`src/rtl/my_irq_pkg.sv`:
```
// Shared constants for the my_irq peripheral: register map, IRQ enable bit
// position, AXI response code and a byte-strobe expansion helper.
package my_irq_pkg;

  localparam logic [4:0] REG_CTRL   = 5'd0;
  localparam logic [4:0] REG_STATUS = 5'd1;
  localparam logic [4:0] REG_CLEAR  = 5'd2;
  localparam logic [4:0] REG_MASK   = 5'd3;

  localparam int unsigned IRQ_EN = 0;

  localparam logic [1:0] RESP_OKAY = 2'b00;

  function automatic logic [31:0] strb_to_mask(input logic [3:0] strb);
    logic [31:0] m;
    m = '0;
    for (int b = 0; b < 4; b++) begin
      m[b*8 +: 8] = {8{strb[b]}};
    end
    return m;
  endfunction

endpackage

```
`src/rtl/my_irq_axi_regs.sv`:
```
// AXI4-Lite slave with a 32 x 32 register file; STATUS is set-on-write and
// cleared through the write-only CLEAR register.
module my_irq_axi_regs
  import my_irq_pkg::*;
#(
  parameter int unsigned DATA_W = 32,
  parameter int unsigned ADDR_W = 7
) (
  input  logic              clk,
  input  logic              rst_n,
  input  logic [ADDR_W-1:0] awaddr,
  input  logic [2:0]        awprot,
  input  logic              awvalid,
  output logic              awready,
  input  logic [DATA_W-1:0] wdata,
  input  logic [3:0]        wstrb,
  input  logic              wvalid,
  output logic              wready,
  output logic [1:0]        bresp,
  output logic              bvalid,
  input  logic              bready,
  input  logic [ADDR_W-1:0] araddr,
  input  logic [2:0]        arprot,
  input  logic              arvalid,
  output logic              arready,
  output logic [DATA_W-1:0] rdata,
  output logic [1:0]        rresp,
  output logic              rvalid,
  input  logic              rready,
  output logic              irq_en_o,
  output logic [DATA_W-1:0] status_o,
  output logic [DATA_W-1:0] mask_o
);

  logic [DATA_W-1:0] regs_q [32];
  logic [DATA_W-1:0] regs_d [32];
  logic              awready_q, awready_d;
  logic              bvalid_q, bvalid_d;
  logic              arready_q, arready_d;
  logic              rvalid_q, rvalid_d;
  logic [DATA_W-1:0] rdata_q, rdata_d;
  logic              wr_accept, rd_accept;
  logic [4:0]        wr_idx, rd_idx;
  logic [DATA_W-1:0] wmask, wbits;

  // Protection bits and sub-word address bits carry no meaning here.
  logic unused_inputs;
  assign unused_inputs = ^{awprot, arprot, awaddr[1:0], araddr[1:0]};

  assign wr_idx = awaddr[ADDR_W-1:2];
  assign rd_idx = araddr[ADDR_W-1:2];

  always_comb begin
    regs_d    = regs_q;
    wmask     = strb_to_mask(wstrb);
    wbits     = wdata & wmask;
    wr_accept = awvalid & wvalid & ~awready_q & ~bvalid_q;
    rd_accept = arvalid & ~arready_q & ~rvalid_q;

    if (wr_accept) begin
      case (wr_idx)
        REG_STATUS: regs_d[REG_STATUS] = regs_q[REG_STATUS] | wbits;
        REG_CLEAR:  regs_d[REG_STATUS] = regs_q[REG_STATUS] & ~wbits;
        default:    regs_d[wr_idx]     = (regs_q[wr_idx] & ~wmask) | wbits;
      endcase
    end

    awready_d = wr_accept;
    bvalid_d  = awready_q ? 1'b1 : (bready ? 1'b0 : bvalid_q);

    // Read data is sampled on the accept edge, so a same-cycle write is not seen.
    arready_d = rd_accept;
    rdata_d   = rdata_q;
    if (rd_accept) begin
      rdata_d = (rd_idx == REG_CLEAR) ? '0 : regs_q[rd_idx];
    end
    rvalid_d = arready_q ? 1'b1 : (rready ? 1'b0 : rvalid_q);
  end

  always_ff @(posedge clk or negedge rst_n) begin
    if (!rst_n) begin
      for (int i = 0; i < 32; i++) begin
        regs_q[i] <= '0;
      end
      awready_q <= 1'b0;
      bvalid_q  <= 1'b0;
      arready_q <= 1'b0;
      rvalid_q  <= 1'b0;
      rdata_q   <= '0;
    end else begin
      regs_q    <= regs_d;
      awready_q <= awready_d;
      bvalid_q  <= bvalid_d;
      arready_q <= arready_d;
      rvalid_q  <= rvalid_d;
      rdata_q   <= rdata_d;
    end
  end

  assign awready  = awready_q;
  assign wready   = awready_q;
  assign bvalid   = bvalid_q;
  assign bresp    = RESP_OKAY;
  assign arready  = arready_q;
  assign rvalid   = rvalid_q;
  assign rdata    = rdata_q;
  assign rresp    = RESP_OKAY;
  assign irq_en_o = regs_q[REG_CTRL][IRQ_EN];
  assign status_o = regs_q[REG_STATUS];
  assign mask_o   = regs_q[REG_MASK];

endmodule

```
`src/rtl/my_irq.sv`:
```
// my_irq top: AXI4-Lite register block plus a level interrupt driven from
// CTRL enable, pending STATUS bits and MASK.
module my_irq
  import my_irq_pkg::*;
#(
  parameter int C_S00_AXI_DATA_WIDTH = 32,
  parameter int C_S00_AXI_ADDR_WIDTH = 7,
  parameter int C_IRQ_ACTIVE_STATE   = 1
) (
  input  logic                              s00_axi_aclk,
  input  logic                              s00_axi_aresetn,
  input  logic [C_S00_AXI_ADDR_WIDTH-1:0]   s00_axi_awaddr,
  input  logic [2:0]                        s00_axi_awprot,
  input  logic                              s00_axi_awvalid,
  output logic                              s00_axi_awready,
  input  logic [C_S00_AXI_DATA_WIDTH-1:0]   s00_axi_wdata,
  input  logic [3:0]                        s00_axi_wstrb,
  input  logic                              s00_axi_wvalid,
  output logic                              s00_axi_wready,
  output logic [1:0]                        s00_axi_bresp,
  output logic                              s00_axi_bvalid,
  input  logic                              s00_axi_bready,
  input  logic [C_S00_AXI_ADDR_WIDTH-1:0]   s00_axi_araddr,
  input  logic [2:0]                        s00_axi_arprot,
  input  logic                              s00_axi_arvalid,
  output logic                              s00_axi_arready,
  output logic [C_S00_AXI_DATA_WIDTH-1:0]   s00_axi_rdata,
  output logic [1:0]                        s00_axi_rresp,
  output logic                              s00_axi_rvalid,
  input  logic                              s00_axi_rready,
  output logic                              irq
);

  logic                            irq_en;
  logic [C_S00_AXI_DATA_WIDTH-1:0] status;
  logic [C_S00_AXI_DATA_WIDTH-1:0] mask;
  logic                            irq_req;

  my_irq_axi_regs #(
    .DATA_W (C_S00_AXI_DATA_WIDTH),
    .ADDR_W (C_S00_AXI_ADDR_WIDTH)
  ) u_regs (
    .clk      (s00_axi_aclk),
    .rst_n    (s00_axi_aresetn),
    .awaddr   (s00_axi_awaddr),
    .awprot   (s00_axi_awprot),
    .awvalid  (s00_axi_awvalid),
    .awready  (s00_axi_awready),
    .wdata    (s00_axi_wdata),
    .wstrb    (s00_axi_wstrb),
    .wvalid   (s00_axi_wvalid),
    .wready   (s00_axi_wready),
    .bresp    (s00_axi_bresp),
    .bvalid   (s00_axi_bvalid),
    .bready   (s00_axi_bready),
    .araddr   (s00_axi_araddr),
    .arprot   (s00_axi_arprot),
    .arvalid  (s00_axi_arvalid),
    .arready  (s00_axi_arready),
    .rdata    (s00_axi_rdata),
    .rresp    (s00_axi_rresp),
    .rvalid   (s00_axi_rvalid),
    .rready   (s00_axi_rready),
    .irq_en_o (irq_en),
    .status_o (status),
    .mask_o   (mask)
  );

  assign irq_req = irq_en & (|(status & mask));
  assign irq     = (C_IRQ_ACTIVE_STATE != 0) ? irq_req : ~irq_req;

endmodule

```
`config.mk`:
```
export PLATFORM = sky130hd
export DESIGN_NAME = my_irq
export DESIGN_NICKNAME = d
export VERILOG_FILES = /design/src/rtl/my_irq_pkg.sv /design/src/rtl/my_irq_axi_regs.sv /design/src/rtl/my_irq.sv
export SDC_FILE = /design/constraint.sdc
export NUM_CORES = 2
export LEC_CHECK = 0
export CAP_MARGIN = 15
export CORE_AREA = 3 3 320 322
export DETAILED_ROUTE_END_ITERATION = 7
export DIE_AREA = 0 0 323 325
export PLACE_DENSITY_LB_ADDON = 0.1
export SETUP_SLACK_MARGIN = 0.15
export SLEW_MARGIN = 20
export SYNTH_ARGS = -nofsm -noshare
export SYNTH_HDL_FRONTEND = slang
export SYNTH_HIERARCHICAL = 1
export SYNTH_SLANG_ARGS = --single-unit
export TNS_END_PERCENT = 5
```
`constraint.sdc`:
```
create_clock -name s00_axi_aclk -period 2.2 [get_ports s00_axi_aclk]
set_input_delay 0.44 -clock s00_axi_aclk [delete_from_list [all_inputs] [get_ports s00_axi_aclk]]
set_output_delay 0.44 -clock s00_axi_aclk [all_outputs]
set_load 0.02 [all_outputs]
```
==> flow_metrics.env <==
export IMPL_cp_end_kind="output pin"
export IMPL_via_per_inst=6.862
export IMPL_clock_fmax_mhz=347.7
export IMPL_worst_pin_slew_ns=0.5934
export IMPL_max_slew_margin_pct=60.24
export IMPL_fin_util_pct=70.68
export IMPL_ys_seq_elements=1060
export IMPL_fin_crit_sh_pct=130.7
export IMPL_grt_pass1_wl_mm=286.4
export IMPL_cts_sinks=1060
export IMPL_grt_ovfl_total=0
export IMPL_cp_arrival_ns=2.44
export IMPL_hold_violations=0
export IMPL_ys_warn_count=6
export IMPL_report_final_slew_viol_count=0
export IMPL_syn2layout_area_growth_pct=24.18
export IMPL_wl_per_cell_um=33.43
export IMPL_nets=4623
export IMPL_grt_pass1_vias=41900
export IMPL_grt_usage_pct=37.27
export IMPL_cts_clk_slew_worst_paths_ns=0.06
export IMPL_drive_above_1_share_pct=46.25
export IMPL_htree_levels=3
export IMPL_synth_cells=4222
export IMPL_coreArea_um2=99860
export IMPL_setup_viol=94
export IMPL_port_buffers=90
export IMPL_crit_fanout=2
export IMPL_yosys_area_top_type="dfrtp_1"
export IMPL_violations="negative setup slack"
export IMPL_wirelength_mm=198.9
export IMPL_grt_max_degree=91
export IMPL_synth_top_area_share_pct=46.67
export IMPL_rows=116
export IMPL_cts_tree="yes"
export IMPL_post_place_ws_ns=-0.9147
export IMPL_ys_seq_area_share_pct=46.67
export IMPL_max_vdd_ir_drop_mv=0.6959
export IMPL_syn_avg_cell_area_um2=13.46
export IMPL_place_hpwl_mm=130.4
export IMPL_cts_buffers=116
export IMPL_fp_dieW_um=323
export IMPL_setup_ws_ns=-0.6757
export IMPL_clock_latency_ns=0.72
export IMPL_cellLeakagePower_nw=33.15
export IMPL_drt_iter0_markers=4353
export IMPL_synth_area_leaders="dfrtp_1 (47%), mux2_2 (18%), mux4_2 (11%)"
export IMPL_drcViolationCount=0
export IMPL_synth_edf_count=0
export IMPL_fill_cells=6845
export IMPL_placed_area_um2=64350
export IMPL_vias=40840
export IMPL_dp_cells=5711
export IMPL_ioPinCount=105
export IMPL_ys_async_sr_fraction_pct=100.0
export IMPL_drv_cap=0
export IMPL_drt_pass1_iterations=6
export IMPL_clockRootBuffer="clkbuf_16"
export IMPL_ant_nets=0
export IMPL_synth_most_common_cell="dfrtp_1"
export IMPL_holdWs_ns=0.2516
export IMPL_status="finished, violations left"
export IMPL_tns_ns=-5.445
export IMPL_powerDensity_nw_per_um2=750.5
export IMPL_stdcell_count=5951
export IMPL_synth_cell_types=53
export IMPL_antenna_found_initial=2
export IMPL_synth_ff_type="dfrtp_1"
export IMPL_fp_dieH_um=325
export IMPL_dieArea_um2=105000
export IMPL_gp_congestion=0.8943
export IMPL_crit_type="flop to output pin"
export IMPL_rsz0062_at_grt="yes"
export IMPL_final_area_um2=70580
export IMPL_power_total_mw=52.97
export IMPL_initial_core_util_pct=56.92
export IMPL_netlist_top_cells_count="dfrtp_1 (1,060), mux2_2 (910), mux2i_1 (576)"
export IMPL_synthesis_area_um2=56840
export IMPL_clock_skew_ns=0.02119
export IMPL_fin_crit_ns=2.876
export IMPL_worstPathRequired_ns=1.76
export IMPL_start_kind="flop"
export IMPL_clock_path_buffers=3
export IMPL_hp_class="input pin to asynchronous set/reset pin"
[worst paths after layout]
kind	start	to	slack, ns	cells after the start
max reg2reg	u_regs/awready	u_regs/regs_q[396]	-0.09	9
min reg2reg	u_regs/regs_q[958]	u_regs/regs_q[958]	0.38	0
max	u_regs/mask_o[22]	irq	-0.68	6
min	s00_axi_aresetn	u_regs/regs_q[216]	0.25	2
max in group asynchronous	s00_axi_aresetn	u_regs/regs_q[874]	1.00	3
min in group s00_axi_aclk	s00_axi_rready	u_regs/rvalid	0.31	3
[layer usage]
metal  vias up  GRT usage (%)  routed length [um]
li1      16510              -                   -
met1     21620          50.59               78710
met2      2127          58.01               91190
met3       576          6.875               16930
met4         0          18.39               12100
met5         -              0                   0
[kinds of logic after synthesis]
group | synth area share (%)
compound gates | 5.061
xor+xnor | 0.02863
buf+inv | 4.748
flops | 46.67
mux | 40.08
other cells | 0.006598
simple gates | 3.403
[report_power, final]
part           internal, mW  switching, mW  leakage, nW
sequential             21.6           1.76         14.4
combinational          5.09           4.23         16.8
clock                  12.1           8.22         1.96
[what timing repair did]
item,in CTS,in global routing
setup buffers,12,9
resized for setup,173,360
gates cloned,3,4
setup endpoints to repair,1007,757
endpoints found under the hold margin,20,0
pin swaps,12,29
hold buffers,1,0
[layout make-up]
| cell class | instances | area (um^2) | area share, % |
|---|---|---|---|
| antenna | 2 | 5.005 | 0.007091 |
| inverter | 19 | 76.32 | 0.1081 |
| tap | 1298 | 1624 | 2.301 |
| clock inverter | 34 | 462.9 | 0.6559 |
| clock buffer | 175 | 3508 | 4.971 |
| sequential | 1060 | 26530 | 37.59 |
| multi-input combinational | 2634 | 29790 | 42.21 |
| timing repair buffer | 729 | 8583 | 12.16 |
[critical path, cell delays in order (launching register included)]
cell     delay [ns]
dfrtp_1        0.41
a22oi_2        0.16
buf_4          0.16
nand4_1        0.12
buf_6          0.17
o41a_1         0.52
buf_6          0.18
[state kept, by name, summed over array words and instances (netlist names)]
signal	flops
u_regs/rvalid	1
u_regs/rdata	32
u_regs/bvalid	1
u_regs/mask_o	32
u_regs/irq_en_o	1
u_regs/status_o	32
u_regs/arready	1
u_regs/regs_q	959
u_regs/awready	1
[placed cells by master (no fill, tap or decap), types with 36 or more instances in the layout]
master           synthesis  layout
buf_12                   0     202
nand3_1                 71      65
mux2i_1                576     576
mux2_4                   0     392
buf_4                   86     391
a22oi_1                111     108
nand2_1                138     130
mux4_2                 290     290
o21ai_1                 57      57
clkdlybuf4s50_1          0      42
o22ai_1                124     121
clkbuf_16                0     123
mux2_2                 910     526
dfrtp_1               1060    1058
dlygate4sd2_1            0      36
nor2_1                 109     103
(Power assumes the default switching activity.)
